$ cat src/rtl/alu_pkg.sv
// Shared ALU definitions: function-select codes, SREG bit positions and sequencer state encoding.
// Imported by the wide sequencer and by anything that drives the byte ALU.
package alu_pkg;

    localparam logic [3:0] FSL_ADD     = 4'h0;
    localparam logic [3:0] FSL_SUB     = 4'h1;
    localparam logic [3:0] FSL_ADDC    = 4'h2;
    localparam logic [3:0] FSL_SUBC    = 4'h3;
    localparam logic [3:0] FSL_XOR     = 4'h4;
    localparam logic [3:0] FSL_AND     = 4'h5;
    localparam logic [3:0] FSL_OR      = 4'h6;
    localparam logic [3:0] FSL_NAND    = 4'h7;
    localparam logic [3:0] FSL_NOR     = 4'h8;
    localparam logic [3:0] FSL_XNOR    = 4'h9;
    localparam logic [3:0] FSL_SHL     = 4'hA;
    localparam logic [3:0] FSL_SHR     = 4'hB;
    localparam logic [3:0] FSL_ROL     = 4'hC;
    localparam logic [3:0] FSL_ROR     = 4'hD;
    localparam logic [3:0] FSL_PASSB   = 4'hE;
    localparam logic [3:0] FSL_COMPARE = 4'hF;

    localparam int SREG_ZERO  = 0;
    localparam int SREG_CARRY = 1;
    localparam int SREG_SIGN  = 2;
    localparam int SREG_OVF   = 3;

    typedef enum logic [1:0] {
        ST_IDLE = 2'd0,
        ST_RUN  = 2'd1,
        ST_DONE = 2'd2
    } seq_state_t;

    function automatic logic op_is_arith(input logic [3:0] op);
        return (op == FSL_ADD) || (op == FSL_SUB);
    endfunction

    function automatic logic op_is_supported(input logic [3:0] op);
        return op_is_arith(op) || (op == FSL_XOR) || (op == FSL_AND) ||
               (op == FSL_OR) || (op == FSL_NAND);
    endfunction

endpackage

$ cat src/rtl/alu_wide_sequencer.sv
// Runs NBYTES-wide add/sub/bitwise ops through the shared 8-bit ALU, one byte per cycle LSB first.
// Latency NBYTES+1 cycles accept-to-out_valid; accepts only in IDLE, result held until out_ready.
module alu_wide_sequencer
    import alu_pkg::*;
#(
    parameter int NBYTES = 2
) (
    input  logic                clk,
    input  logic                reset,
    input  logic                in_valid,
    output logic                in_ready,
    input  logic [3:0]          in_op,
    input  logic [8*NBYTES-1:0] in_a,
    input  logic [8*NBYTES-1:0] in_b,
    output logic                out_valid,
    input  logic                out_ready,
    output logic [8*NBYTES-1:0] out_result,
    output logic [3:0]          out_sreg,
    output logic                out_err,
    output logic [7:0]          alu_a,
    output logic [7:0]          alu_b,
    output logic [3:0]          alu_fsl,
    output logic                alu_cin,
    input  logic [7:0]          alu_result,
    input  logic [3:0]          alu_sreg
);

    localparam int W  = 8 * NBYTES;
    localparam int IW = (NBYTES > 1) ? $clog2(NBYTES) : 1;
    localparam logic [IW-1:0] LAST_IDX = IW'(NBYTES - 1);

    seq_state_t      r_state;
    logic [IW-1:0]   r_idx;
    logic [3:0]      r_op;
    logic [W-1:0]    r_a;
    logic [W-1:0]    r_b;
    logic            r_carry;
    logic            r_zacc;
    logic [W-1:0]    r_result;
    logic [3:0]      r_sreg;
    logic            r_err;

    logic            w_run;
    logic            w_first;
    logic            w_last;
    logic            w_arith;
    logic            w_unused_sreg;

    assign w_run   = (r_state == ST_RUN);
    assign w_first = (r_idx == '0);
    assign w_last  = (r_idx == LAST_IDX);
    assign w_arith = op_is_arith(r_op);

    // The ALU's own zero/sign flags only describe one byte; wide versions are rebuilt here.
    assign w_unused_sreg = alu_sreg[SREG_ZERO] ^ alu_sreg[SREG_SIGN];

    assign in_ready   = (r_state == ST_IDLE) && !reset;
    assign out_valid  = (r_state == ST_DONE);
    assign out_result = r_result;
    assign out_sreg   = r_sreg;
    assign out_err    = r_err;

    always_comb begin
        alu_a   = 8'h00;
        alu_b   = 8'h00;
        alu_fsl = FSL_ADD;
        alu_cin = 1'b0;
        if (w_run) begin
            alu_a = r_a[r_idx*8 +: 8];
            alu_b = r_b[r_idx*8 +: 8];
            case (r_op)
                FSL_ADD: begin
                    alu_fsl = w_first ? FSL_ADD : FSL_ADDC;
                    alu_cin = w_first ? 1'b0 : r_carry;
                end
                FSL_SUB: begin
                    alu_fsl = w_first ? FSL_SUB : FSL_SUBC;
                    alu_cin = w_first ? 1'b0 : r_carry;
                end
                default: alu_fsl = r_op;
            endcase
        end
    end

    always_ff @(posedge clk) begin
        if (reset) begin
            r_state  <= ST_IDLE;
            r_idx    <= '0;
            r_op     <= FSL_ADD;
            r_a      <= '0;
            r_b      <= '0;
            r_carry  <= 1'b0;
            r_zacc   <= 1'b1;
            r_result <= '0;
            r_sreg   <= 4'h0;
            r_err    <= 1'b0;
        end else begin
            case (r_state)
                ST_IDLE: begin
                    if (in_valid) begin
                        r_op     <= in_op;
                        r_a      <= in_a;
                        r_b      <= in_b;
                        r_idx    <= '0;
                        r_carry  <= 1'b0;
                        r_zacc   <= 1'b1;
                        r_result <= '0;
                        r_sreg   <= 4'h0;
                        if (op_is_supported(in_op)) begin
                            r_err   <= 1'b0;
                            r_state <= ST_RUN;
                        end else begin
                            r_err   <= 1'b1;
                            r_state <= ST_DONE;
                        end
                    end
                end
                ST_RUN: begin
                    r_result[r_idx*8 +: 8] <= alu_result;
                    r_carry <= alu_sreg[SREG_CARRY];
                    r_zacc  <= r_zacc & (alu_result == 8'h00);
                    if (w_last) begin
                        // Top byte sets the wide flags; bitwise ops never report carry/overflow.
                        r_sreg[SREG_ZERO]  <= r_zacc & (alu_result == 8'h00);
                        r_sreg[SREG_CARRY] <= w_arith & alu_sreg[SREG_CARRY];
                        r_sreg[SREG_SIGN]  <= alu_result[7];
                        r_sreg[SREG_OVF]   <= w_arith & alu_sreg[SREG_OVF];
                        r_idx   <= '0;
                        r_state <= ST_DONE;
                    end else begin
                        r_idx <= r_idx + 1'b1;
                    end
                end
                ST_DONE: begin
                    if (out_ready) begin
                        r_state <= ST_IDLE;
                    end
                end
                default: r_state <= ST_IDLE;
            endcase
        end
    end

endmodule

$ cat config.mk
export PLATFORM = sky130hd
export DESIGN_NAME = alu_wide_sequencer
export DESIGN_NICKNAME = d
export VERILOG_FILES = /design/src/rtl/alu_pkg.sv /design/src/rtl/alu_wide_sequencer.sv
export SDC_FILE = /design/constraint.sdc
export NUM_CORES = 1
export LEC_CHECK = 0
export CAP_MARGIN = 20
export CORE_MARGIN = 5
export CORE_UTILIZATION = 40
export DETAILED_ROUTE_END_ITERATION = 6
export DONT_BUFFER_PORTS = 1
export PLACE_DENSITY = 0.59
export RECOVER_POWER = 50
export SYNTH_ARGS = -nofsm -noshare
export SYNTH_HDL_FRONTEND = slang
export SYNTH_SLANG_ARGS = --single-unit
export TNS_END_PERCENT = 10
$ cat constraint.sdc
create_clock -name clk -period 1.3 [get_ports clk]
set_input_delay 0.26 -clock clk [delete_from_list [all_inputs] [get_ports clk]]
set_output_delay 0.26 -clock clk [all_outputs]
set_load 0.02 [all_outputs]
### Word level (Yosys, flattened, before mapping)

Index checks and enable logic that the tools add are counted.

| word-level totals | value |
|---|---|
| register bits | 62 |
| latch bits | 0 |
| memory bits (writable) | 0 |
| bits in read-only memories | 0 |
| bits of input ports | 52 |
| output and inout port bits | 44 |
| memories kept | 0 |

| operators by class | value |
|---|---|
| add/sub/neg operators | 2 |
| $mul | 0 |
| div/mod/pow operators | 0 |
| magnitude comparators | 0 |
| eq/ne operators | 11 |
| shifts and indexed selects | 4 |
| muxes and demuxes | 27 |
| bitwise operators | 3 |
| reductions and logical operators | 18 |

Operators with widths:

| cell | number |
|---|---|
| negator 4 -> 34 bit | 1 |
| variable shift 8 x 34 -> 16 bit, first input constant | 1 |
| variable part select 8 x 34 -> 16 bit | 1 |
| case mux 16 bit (2 select lines) | 1 |
| variable part select 16 x 5 -> 8 bit | 2 |
| bitwise mux 16 bit | 1 |
| equality test 4 x 3 -> 1 bit, second input constant | 4 |
| two-way mux 16 bit | 1 |
| two-way mux 8 bit | 2 |
| case mux 4 bit (2 select lines) | 2 |
| two-way mux 2 bit | 6 |
| two-way mux 4 bit | 3 |
| equality test 4 x 1 -> 1 bit, second input constant | 2 |
| zero test 4 bit | 2 |
| zero test 8 bit | 1 |
| two-way mux 1 bit | 7 |
| logical OR 1 bit | 6 |
| case mux 1 bit (2 select lines) | 3 |
| case mux 2 bit (3 select lines) | 1 |
| AND reduction 3 bit | 2 |
| != test 2 bit, second input constant | 2 |
| AND reduction 2 bit | 2 |
| bitwise AND 1 bit | 3 |
| equality test 2 x 1 -> 1 bit, second input constant | 1 |
| other kinds (8) | 8 |

### Longest topological paths before layout

Gate-level depths: netlist of run 1.

| depth | value |
|---|---|
| depth after elaboration | 9 |
| mapped depth | 6 |

### Worst setup path before layout of run 1

No wires, ideal clock.

| timing path | value |
|---|---|
| path kind | flip-flop to output port |
| from | register r_idx |
| to | output port alu_a[4] |
| arrival | 1242 ps |
| path slack | -202 ps |
| stages on the path, launching flop included | 5 |
| buffers on the path | 2 |
| cells stage by stage | dfxtp_1 > buf_2 > buf_2 > mux2i_1 > nor2_1 |

| on the way | value |
|---|---|
| word-level cells in the longest chain between the ends | 2 |

RTL lines:

| element | RTL line | text |
|---|---|---|
| start, declared | alu_wide_sequencer.sv:33 | `logic [IW-1:0] r_idx;` |
| start signal, assigned | alu_wide_sequencer.sv:131 | `r_idx <= r_idx + 1'b1;` |
| variable part select 16 x 5 -> 8 bit | alu_wide_sequencer.sv:69 | `alu_a = r_a[r_idx*8 +: 8];` |
| two-way mux 8 bit | alu_wide_sequencer.sv:68 | `if (w_run) begin` |
| end, declared | alu_wide_sequencer.sv:20 | `output logic [7:0] alu_a,` |

Every way passes these cells.

### Final worst setup path of run 1

| timing path | value |
|---|---|
| from | register r_idx |
| to | output port alu_a[1] |

The elaborated chain is that of the path after synthesis.

==> results.md, run 1 <==
* Run status: finished, violations left
* Failing checks: hold timing, setup timing
* Fraction of layout instances using a drive strength above 1 at 26.0%
* Residual antenna-violating net count after detailed routing at 0
* Initial core utilization at 41.0%
* Pin count of the biggest net entering global routing at 64
* Clock tree sinks at 62
* P&R area growth vs syn at 31.0%
* Total half-perimeter wirelength after legalization and detailed placement at 4.65 mm
* Setup-failing EPs final at 35
* Setup slack after layout at -0.285 ns
* Actual transition at the worst max-transition pin at 0.425 ns
* Count of fill cells added during filler insertion at 636
* Gate count of the mapped netlist at 330
* WL per Instance at 16.0 um
* Final count of pins violating max slew at 0
* Accumulated negative setup slack at -6.60 ns
* Total global-route track usage at 16.9%
* Register area share after synthesis at 47.9%
* Number of standard-cell rows in the floorplan at 29
* Worst-case headroom to the max-slew limit at 71.3%
* Final weighted congestion of routability-driven global placement at 0.779
* Clock slew seen by the registers of the worst setup and hold paths at 0.07 ns
* Average via count per standard cell at 5.30
* Arrival time reported for the critical path endpoint at 1.32 ns
* Average size of a mapped cell at 7.85 um2
* Global route overflow at 0
* Number of global-route vias before repair at 2169
* Nature of the critical path endpoint: output port
* Initial antenna violation count at 0
* Clock buffers created by TritonCTS at 9
* CORE AREA at 6310 um2
* CTS max path bufs at 2
* Number of failing hold endpoints at the final stage at 21
* Total via count after detailed routing at 2284
* Die height at 90.5 um
* Unrepaired setup endpoints after global routing: true
* Max-cap violation count at 0
* Die width at 90.5 um
* Crit Path Max Fanout at 7
* Worst Path Required at 1.04 ns
* Wire length of the first global-routing pass at 11.1 mm
* Hold slack final at -0.0222 ns
* Root buffer cell: sky130_fd_sc_hd__clkbuf_8
* Synthesized area at 2590 um2
* Critical path class: flop to output port
* Final antenna diode count at 0
* Floorplan die area at 8180 um2
* Post-synth net total at 382
* TritonCTS clock tree: done
* Clock latency on the worst-skew pair at 0.34 ns
* Number of warnings issued by yosys at 0
* Fraction of the cycle the final worst path needs at 122%
* Pwr dens at 1340 nW/um2
* Fin crit period at 1.58 ns
* Detailed Route WL at 6.90 mm
* Post-synthesis cell type count at 29
* Worst vdd rail ir drop at 0.831 mV
* Startpoint type of the worst setup path: flop
* Worst min-delay path class: primary input to flop
* First drt pass iteration count at 5
* Peak Freq at 631 MHz
* Worst clock skew on the final layout at 0.00914 ns
* Net count of the finished layout at 401
* Number of remaining DRC errors at 0
* #FFs+latches synth at 62
* IO Port Bufs at 0
* Htree depth at 3
* Leak at 1.18 nW
* I/O pin total at 96
* Detailed router's first-iteration violation count at 79
[repair_timing]
| action | in CTS | in global routing |
|---|---|---|
| pin swaps | 9 | 5 |
| setup endpoints to repair | 82 | 64 |
| gates cloned | 1 | 0 |
| endpoints found under the hold margin | 60 | 60 |
| buffers inserted | 1 | 3 |
| gates resized for setup | 44 | 10 |
[area by class of cell]
class / instances / area [um2] / area share (%)
clock buffer: 12 / 145 / 4.28
sequential: 62 / 1250 / 36.9
inverter: 1 / 3.75 / 0.111
timing repair buffer: 35 / 359 / 10.6
tap: 77 / 96.3 / 2.84
multi-input combinational: 240 / 1470 / 43.2
clock inverter: 4 / 70.1 / 2.06
[cell usage after synthesis]
master                     instances  area (um2)
sky130_fd_sc_hd__nand2_1          88         330
sky130_fd_sc_hd__nor4_1            2        12.5
sky130_fd_sc_hd__nor2_1           21        78.8
sky130_fd_sc_hd__nand3_1           9        45.0
sky130_fd_sc_hd__and2_1            3        18.8
sky130_fd_sc_hd__o21ba_1           1        10.0
sky130_fd_sc_hd__or3b_2            1        8.76
sky130_fd_sc_hd__nor4bb_1          1        10.0
sky130_fd_sc_hd__inv_1             1        3.75
sky130_fd_sc_hd__and3_1            1        6.26
sky130_fd_sc_hd__and3b_1           1        8.76
sky130_fd_sc_hd__nor2b_1           4        25.0
sky130_fd_sc_hd__buf_1             1        3.75
sky130_fd_sc_hd__or4b_1            2        20.0
sky130_fd_sc_hd__nand2b_1          1        6.26
sky130_fd_sc_hd__nor3b_2           1        12.5
sky130_fd_sc_hd__buf_4             3        22.5
sky130_fd_sc_hd__a21oi_1          60         300
sky130_fd_sc_hd__nor3_1            5        25.0
sky130_fd_sc_hd__mux2i_1          17         170
sky130_fd_sc_hd__buf_2             9        45.0
sky130_fd_sc_hd__clkbuf_1         14        52.6
sky130_fd_sc_hd__o21ai_0          15        75.1
sky130_fd_sc_hd__nor3_2            1        10.0
sky130_fd_sc_hd__or3b_1            1        8.76
sky130_fd_sc_hd__nand3b_1          3        22.5
sky130_fd_sc_hd__nor3b_1           1        7.51
sky130_fd_sc_hd__dfxtp_1          62        1240
sky130_fd_sc_hd__nand4b_1          1        8.76
[registers in the layout, indices dropped and copies added (netlist names)]
register / count
out_result: 16
r_a: 16
r_b: 16
out_sreg: 4
r_op: 4
r_state: 2
out_err: 1
r_carry: 1
r_idx: 1
r_zacc: 1
[power by group]
part / switching [mW] / internal (mW) / total [mW]
logic: 0.320 / 0.288 / 0.608
registers: 0.0923 / 2.00 / 2.09
clock network: 0.717 / 1.13 / 1.84
total: 1.13 / 3.41 / 4.54
[layout by cell type, fill, tap and decap left out, types with 8 or more instances in the layout]
| cell | instances |
|---|---|
| sky130_fd_sc_hd__mux2i_1 | 8 |
| sky130_fd_sc_hd__dfxtp_1 | 58 |
| sky130_fd_sc_hd__clkbuf_8 | 10 |
| sky130_fd_sc_hd__buf_4 | 24 |
| sky130_fd_sc_hd__nand3_1 | 9 |
| sky130_fd_sc_hd__nor2_1 | 9 |
| sky130_fd_sc_hd__nor2_4 | 11 |
| sky130_fd_sc_hd__a21oi_1 | 57 |
| sky130_fd_sc_hd__o21ai_0 | 15 |
| sky130_fd_sc_hd__nand2_1 | 87 |
[final timing paths]
| check | from | endpoint | slack, ns | cells after the start |
|---|---|---|---|---|
| worst max-delay path | r_idx | alu_a[1] | -0.28 | 4 |
| worst min register to register | r_a[15] | r_a[15] | 0.45 | 2 |
| worst max register to register | r_state[1] | out_result[1] | -0.14 | 5 |
| worst min-delay path | reset | r_a[6] | -0.02 | 1 |
[per-layer routing]
layer	up-vias	global-route usage [%]	routed length, um
met5	-	0	0
met2	63	24.8	3340
met1	1066	21.1	2870
met4	0	7.44	131
met3	11	7.67	563
li1	1144	-	-
[critical path: stages (launching register included)]
cell	delay (ns)
sky130_fd_sc_hd__dfxtp_4	0.43
sky130_fd_sc_hd__buf_12	0.16
sky130_fd_sc_hd__mux2i_1	0.20
sky130_fd_sc_hd__nor2_1	0.06
sky130_fd_sc_hd__buf_4	0.15
[through the flow]
step | cells | area, um2 | power, mW | setup slack [ns] | util [%]
2_1_floorplan | 330 | 2700 | 2.50 | -0.0711 | -
3_5_place_dp | 410 | 2910 | 2.63 | -0.174 | 46.2
4_1_cts | 428 | 3330 | 4.58 | -0.307 | 52.7
3_3_place_gp | 410 | 2910 | 2.62 | -0.141 | 46.2
5_1_grt | 431 | 3390 | 4.79 | -0.384 | 53.7
6_report | 431 | 3390 | 4.54 | -0.285 | 53.7
[cell families (layout without fill, tap and decap cells)]
family                 count (synthesis)  in the layout  share of synthesized area, %
AO/OA/AOI/OAI                         76             76                          14.9
buffers and inverters                 28             52                          4.93
flip-flops                            62             62                          47.9
multiplexers                          17             17                          6.57
AND/OR/NAND/NOR                      147            147                          25.7
Note: power is estimated with default switching activity, not from simulation.
==> run 2: changes to the inputs <==
- REMOVE_ABC_BUFFERS: not set -> 1
==> run 2 against run 1 <==
The flow still finishes with violations (hold timing, setup timing). Clock-buffer cell count grew 1. Worst setup slack gained 0.0075 ns. Clock power shrank 8%. Sequential cell count is the same. Sequential share of layout area grew 0.62 points. Sequential power is essentially flat. Utilization shrank 0.89 points. Critical endpoint is now alu_a[3]. Largest power group unchanged.
==> results.md, run 2 (synthesis results as in run 1) <==
* Run status: finished, violations left
* Failing checks: hold timing, setup timing
* Clock tree sinks at 62
* Final weighted congestion of routability-driven global placement at 0.727
* Wire length of the first global-routing pass at 10.9 mm
* Crit Path Max Fanout at 10
* First drt pass iteration count at 4
* Fraction of the cycle the final worst path needs at 121%
* Final count of pins violating max slew at 0
* Arrival time reported for the critical path endpoint at 1.32 ns
* Average via count per standard cell at 5.26
* Critical path class: flop to output port
* Clock slew seen by the registers of the worst setup and hold paths at 0.07 ns
* Hold slack final at -0.0119 ns
* P&R area growth vs syn at 28.8%
* Net count of the finished layout at 412
* Most frequent cells in the layout: sky130_fd_sc_hd__nand2_1 (80), sky130_fd_sc_hd__dfxtp_1 (56), sky130_fd_sc_hd__a21oi_1 (49)
* Worst min-delay path class: primary input to flop
* Pin count of the biggest net entering global routing at 64
* Number of remaining DRC errors at 0
* Residual antenna-violating net count after detailed routing at 0
* Htree depth at 3
* Worst-case headroom to the max-slew limit at 73.6%
* CORE AREA at 6310 um2
* Number of global-route vias before repair at 2257
* WL per Instance at 14.6 um
* Die height at 90.5 um
* Actual transition at the worst max-transition pin at 0.392 ns
* IO Port Bufs at 0
* Total via count after detailed routing at 2324
* Clock buffers created by TritonCTS at 9
* Worst Path Required at 1.04 ns
* TritonCTS clock tree: done
* Unrepaired setup endpoints after global routing: true
* Max-cap violation count at 0
* Total global-route track usage at 16.1%
* Worst clock skew on the final layout at 0.00636 ns
* Detailed router's first-iteration violation count at 86
* Fin crit period at 1.58 ns
* Nature of the critical path endpoint: output port
* Root buffer cell: sky130_fd_sc_hd__clkbuf_8
* Setup-failing EPs final at 73
* CTS max path bufs at 2
* Initial core utilization at 41.0%
* Commonest non-fill, non-tap cell in the layout: sky130_fd_sc_hd__nand2_1
* Number of failing hold endpoints at the final stage at 5
* Detailed Route WL at 6.47 mm
* Leak at 1.21 nW
* Final antenna diode count at 0
* Floorplan die area at 8180 um2
* Worst vdd rail ir drop at 0.716 mV
* Final core area utilization at 52.9%
* Number of standard-cell rows in the floorplan at 29
* Count of fill cells added during filler insertion at 633
* Clock latency on the worst-skew pair at 0.33 ns
* I/O pin total at 96
* Peak Freq at 634 MHz
* Setup slack after layout at -0.277 ns
* Die width at 90.5 um
* Total half-perimeter wirelength after legalization and detailed placement at 4.49 mm
* Pwr dens at 1310 nW/um2
* Fraction of layout instances using a drive strength above 1 at 29.0%
* Global route overflow at 0
* Initial antenna violation count at 0
* Startpoint type of the worst setup path: flop
-- run 2: final timing paths --
check,start,endpoint,slack [ns],cells past startpoint
max,r_idx,alu_a[3],-0.28,4
max reg2reg,r_state[0],r_state[1],-0.13,7
min reg2reg,r_a[0],r_a[0],0.45,2
min,reset,r_b[6],-0.01,1
-- run 2: stage by stage --
stage	cell area [um2]	setup WS [ns]	power (mW)	cells	TNS [ns]
2_1_floorplan	2470	-1.82	2.40	303	-79.43
3_3_place_gp	2890	-0.0465	2.59	423	-0.814
3_5_place_dp	2890	-0.0628	2.60	423	-0.987
4_1_cts	3200	-0.285	4.35	440	-6.12
5_1_grt	3340	-0.336	4.58	442	-15.61
6_report	3340	-0.277	4.36	442	-10.32
-- run 2: critical path: stages, from the launching register on --
cell and delay [ns]:
sky130_fd_sc_hd__dfxtp_4 0.39, sky130_fd_sc_hd__buf_12 0.15, sky130_fd_sc_hd__mux2i_2 0.23, sky130_fd_sc_hd__nor2_1 0.06
sky130_fd_sc_hd__buf_4 0.16
-- run 2: power breakdown --
part / total (mW) / switching (mW) / internal, mW
Sequential: 2.08 / 0.0798 / 2.00
Combinational: 0.578 / 0.302 / 0.276
Clock: 1.70 / 0.712 / 0.989
-- run 2: what timing repair did --
action                                  CTS  global route
endpoints found under the setup margin   45            83
resized for setup                        31            38
endpoints found under the hold margin    60            60
buffers inserted                          1             2
gates cloned                              0             0
pin swaps                                 3            10
-- run 2: layout make-up --
type                    instances  area, um2  share of cell area [%]
multi-input cells             240       1360                    40.8
well taps                      77       96.3                    2.89
inverters                       1       3.75                   0.112
repair buffers                 46        420                    12.6
clock buffers                  13        159                    4.76
flip-flops and latches         62       1250                    37.6
clock inverters                 3       42.5                    1.27
-- run 2: layer usage --
metal	vias up	share of wire [%]	global-route usage, %	wire length (um)
met5	-	0	0	0
met4	0	1.1	6.33	73
met3	8	9.4	7.50	609
met2	80	45	24.3	2930
met1	1076	44	19.7	2850
li1	1160	-	-	-
==> run 3: changes to the inputs <==
- BUFFER_PORTS_ARGS: not set -> -buffer_cell sky130_fd_sc_hd__buf_4
- DONT_BUFFER_PORTS: 1 -> not set
- PLACE_DENSITY: 0.59 -> 0.73
==> run 3 against run 2 <==
The run ends with setup timing left. Combinational power up 45%. Non-clock buffer count up 82. Via count up 16%. Clock-buffer cell count down 4. Worst hold slack better by 0.17 ns. Cell count up 19%. First-iteration DRC count down 3.5%. Critical path type unchanged. Critical endpoint is now alu_a[2]. Highest routed layer unchanged.
==> results.md, run 3 (synthesis results as in run 1) <==
* IO Port Bufs at 93
* Number of standard-cell rows in the floorplan at 29
* Residual antenna-violating net count after detailed routing at 0
* Worst min-delay path class: primary input to flop
* Detailed router's first-iteration violation count at 83
* Final core area utilization at 64.2%
* Post-layout instance count excluding filler cells at 524
* Total design power at 4.79 mW
* Worst-case headroom to the max-slew limit at 73.3%
* Worst vdd rail ir drop at 0.809 mV
* DR WL met2 at 3.81 mm
* Final antenna diode count at 0
* Stage delay of the slowest cell on the critical path at 0.43 ns
* Setup-failing EPs final at 83
* Initial antenna violation count at 0
* Die width at 90.5 um
* Hold path startpoint: in_a[12]
* Average via count per standard cell at 5.15
* Number of remaining DRC errors at 0
* Hold slack final at 0.157 ns
* Worst setup timing slack at the placement stage at -0.114 ns
* CP Cell Sequence: buf_12 -> mux2i_4 -> nor2_2 -> buf_6
* Worst r2r src: r_state[0]
* Htree depth at 3
* Worst reg2reg path endpoint: out_sreg[3]
* TritonCTS clock tree: done
* Fin crit period at 1.61 ns
* Total via count after detailed routing at 2696
* Accumulated negative setup slack at -10.61 ns
* Peak Freq at 621 MHz
* End point of the worst hold path: r_a[12]
* Root buffer cell: sky130_fd_sc_hd__clkbuf_8
* Die height at 90.5 um
* Register-to-register setup slack at -0.21 ns
* Max-cap violation count at 0
* Critical path class: flop to output port
* Total half-perimeter wirelength after legalization and detailed placement at 5.08 mm
* Number of failing hold endpoints at the final stage at 0
* Clock slew seen by the registers of the worst setup and hold paths at 0.08 ns
* Wire length of the first global-routing pass at 13.0 mm
* Arrival time reported for the critical path endpoint at 1.35 ns
* Final weighted congestion of routability-driven global placement at 0.803
* Pwr dens at 1180 nW/um2
* Wire length on met3 at 666 um
* Detailed Route WL at 7.82 mm
* Initial core utilization at 41.0%
* Commonest non-fill, non-tap cell in the layout: sky130_fd_sc_hd__buf_4
* I/O pin total at 96
* Final design instance area without fill at 4050 um2
* Worst-case reg-to-reg path depth at 5
* Clock tree sinks at 62
* CORE AREA at 6310 um2
* Global route overflow at 0
* Number of global-route vias before repair at 2762
* Depth of the worst hold-timing path at 3
* Pin count of the biggest net entering global routing at 36
* Clock latency on the worst-skew pair at 0.35 ns
* WL per Instance at 14.9 um
* Nature of the critical path endpoint: output port
* Worst Path Required at 1.04 ns
* CTS max path bufs at 2
* Actual transition at the worst max-transition pin at 0.396 ns
* Metal-1 WL at 3.22 mm
* Placed Instance Area at 3480 um2
* Total global-route track usage at 19.1%
* Floorplan die area at 8180 um2
* Leak at 1.62 nW
* Fraction of the cycle the final worst path needs at 124%
* First drt pass iteration count at 4
* Setup slack after layout at -0.312 ns
* Failing checks: setup timing
* Final count of pins violating max slew at 0
* Fraction of layout instances using a drive strength above 1 at 38.9%
* Inst Count DP at 497
* Unrepaired setup endpoints after global routing: true
* Net count of the finished layout at 494
* Worst clock skew on the final layout at 0.0103 ns
* Clock buffers created by TritonCTS at 9
* Post-cts hold buffer count at 0
* Count of fill cells added during filler insertion at 527
* Most frequent cells in the layout: sky130_fd_sc_hd__buf_4 (92), sky130_fd_sc_hd__nand2_1 (88), sky130_fd_sc_hd__dfxtp_1 (56)
* P&R area growth vs syn at 56.5%
* Max stage delay cell, worst path: sky130_fd_sc_hd__dfxtp_4
* Startpoint type of the worst setup path: flop
* Crit Path Max Fanout at 7
* Run status: finished, violations left
* DR top layer: met4
run 3: layout make-up:
class	instances	area (um2)	share of cell area, %
repair buffers	128	1070	26.4
clock buffers	9	124	3.06
inverters	1	3.75	0.0926
flip-flops and latches	62	1250	30.9
clock inverters	7	98.8	2.44
well taps	77	96.3	2.38
multi-input cells	240	1410	34.7
run 3: layer usage:
layer	vias to the layer above	track usage, %
met5	-	0
met2	102	31.4
li1	1325	-
met3	11	6.08
met1	1258	23.1
met4	0	7.57
run 3: power by group:
| part | leakage (nW) | switching, mW | internal, mW |
|---|---|---|---|
| Sequential | 0.509 | 0.0726 | 2.00 |
| Clock | 0.109 | 0.795 | 1.08 |
| Combinational | 0.997 | 0.416 | 0.422 |
run 3: worst max-delay path by stage:
stage | from | endpoint | slack (ns) | depth (start not counted)
3_3_place_gp | r_state[1] | r_b[6] | -0.10 | 4
2_1_floorplan | r_state[1] | r_state[1] | -1.82 | 3
5_1_grt | r_idx | alu_a[1] | -0.37 | 4
3_5_place_dp | r_state[1] | r_b[12] | -0.11 | 4
4_1_cts | r_idx | alu_a[2] | -0.31 | 4
6_report | r_idx | alu_a[2] | -0.31 | 4
run 3: critical path, delay by kind of cell (launching register included):
family	cells	cell delay, ns
AND/OR/NAND/NOR	1	0.06
multiplexers	1	0.23
buffers and inverters	2	0.29
flip-flops	1	0.43
run 3: repair_timing:
action	in CTS	in global routing
endpoints found under the setup margin	83	84
setup buffers	9	0
resized for setup	54	22
cloned	2	0
pin swaps	8	8
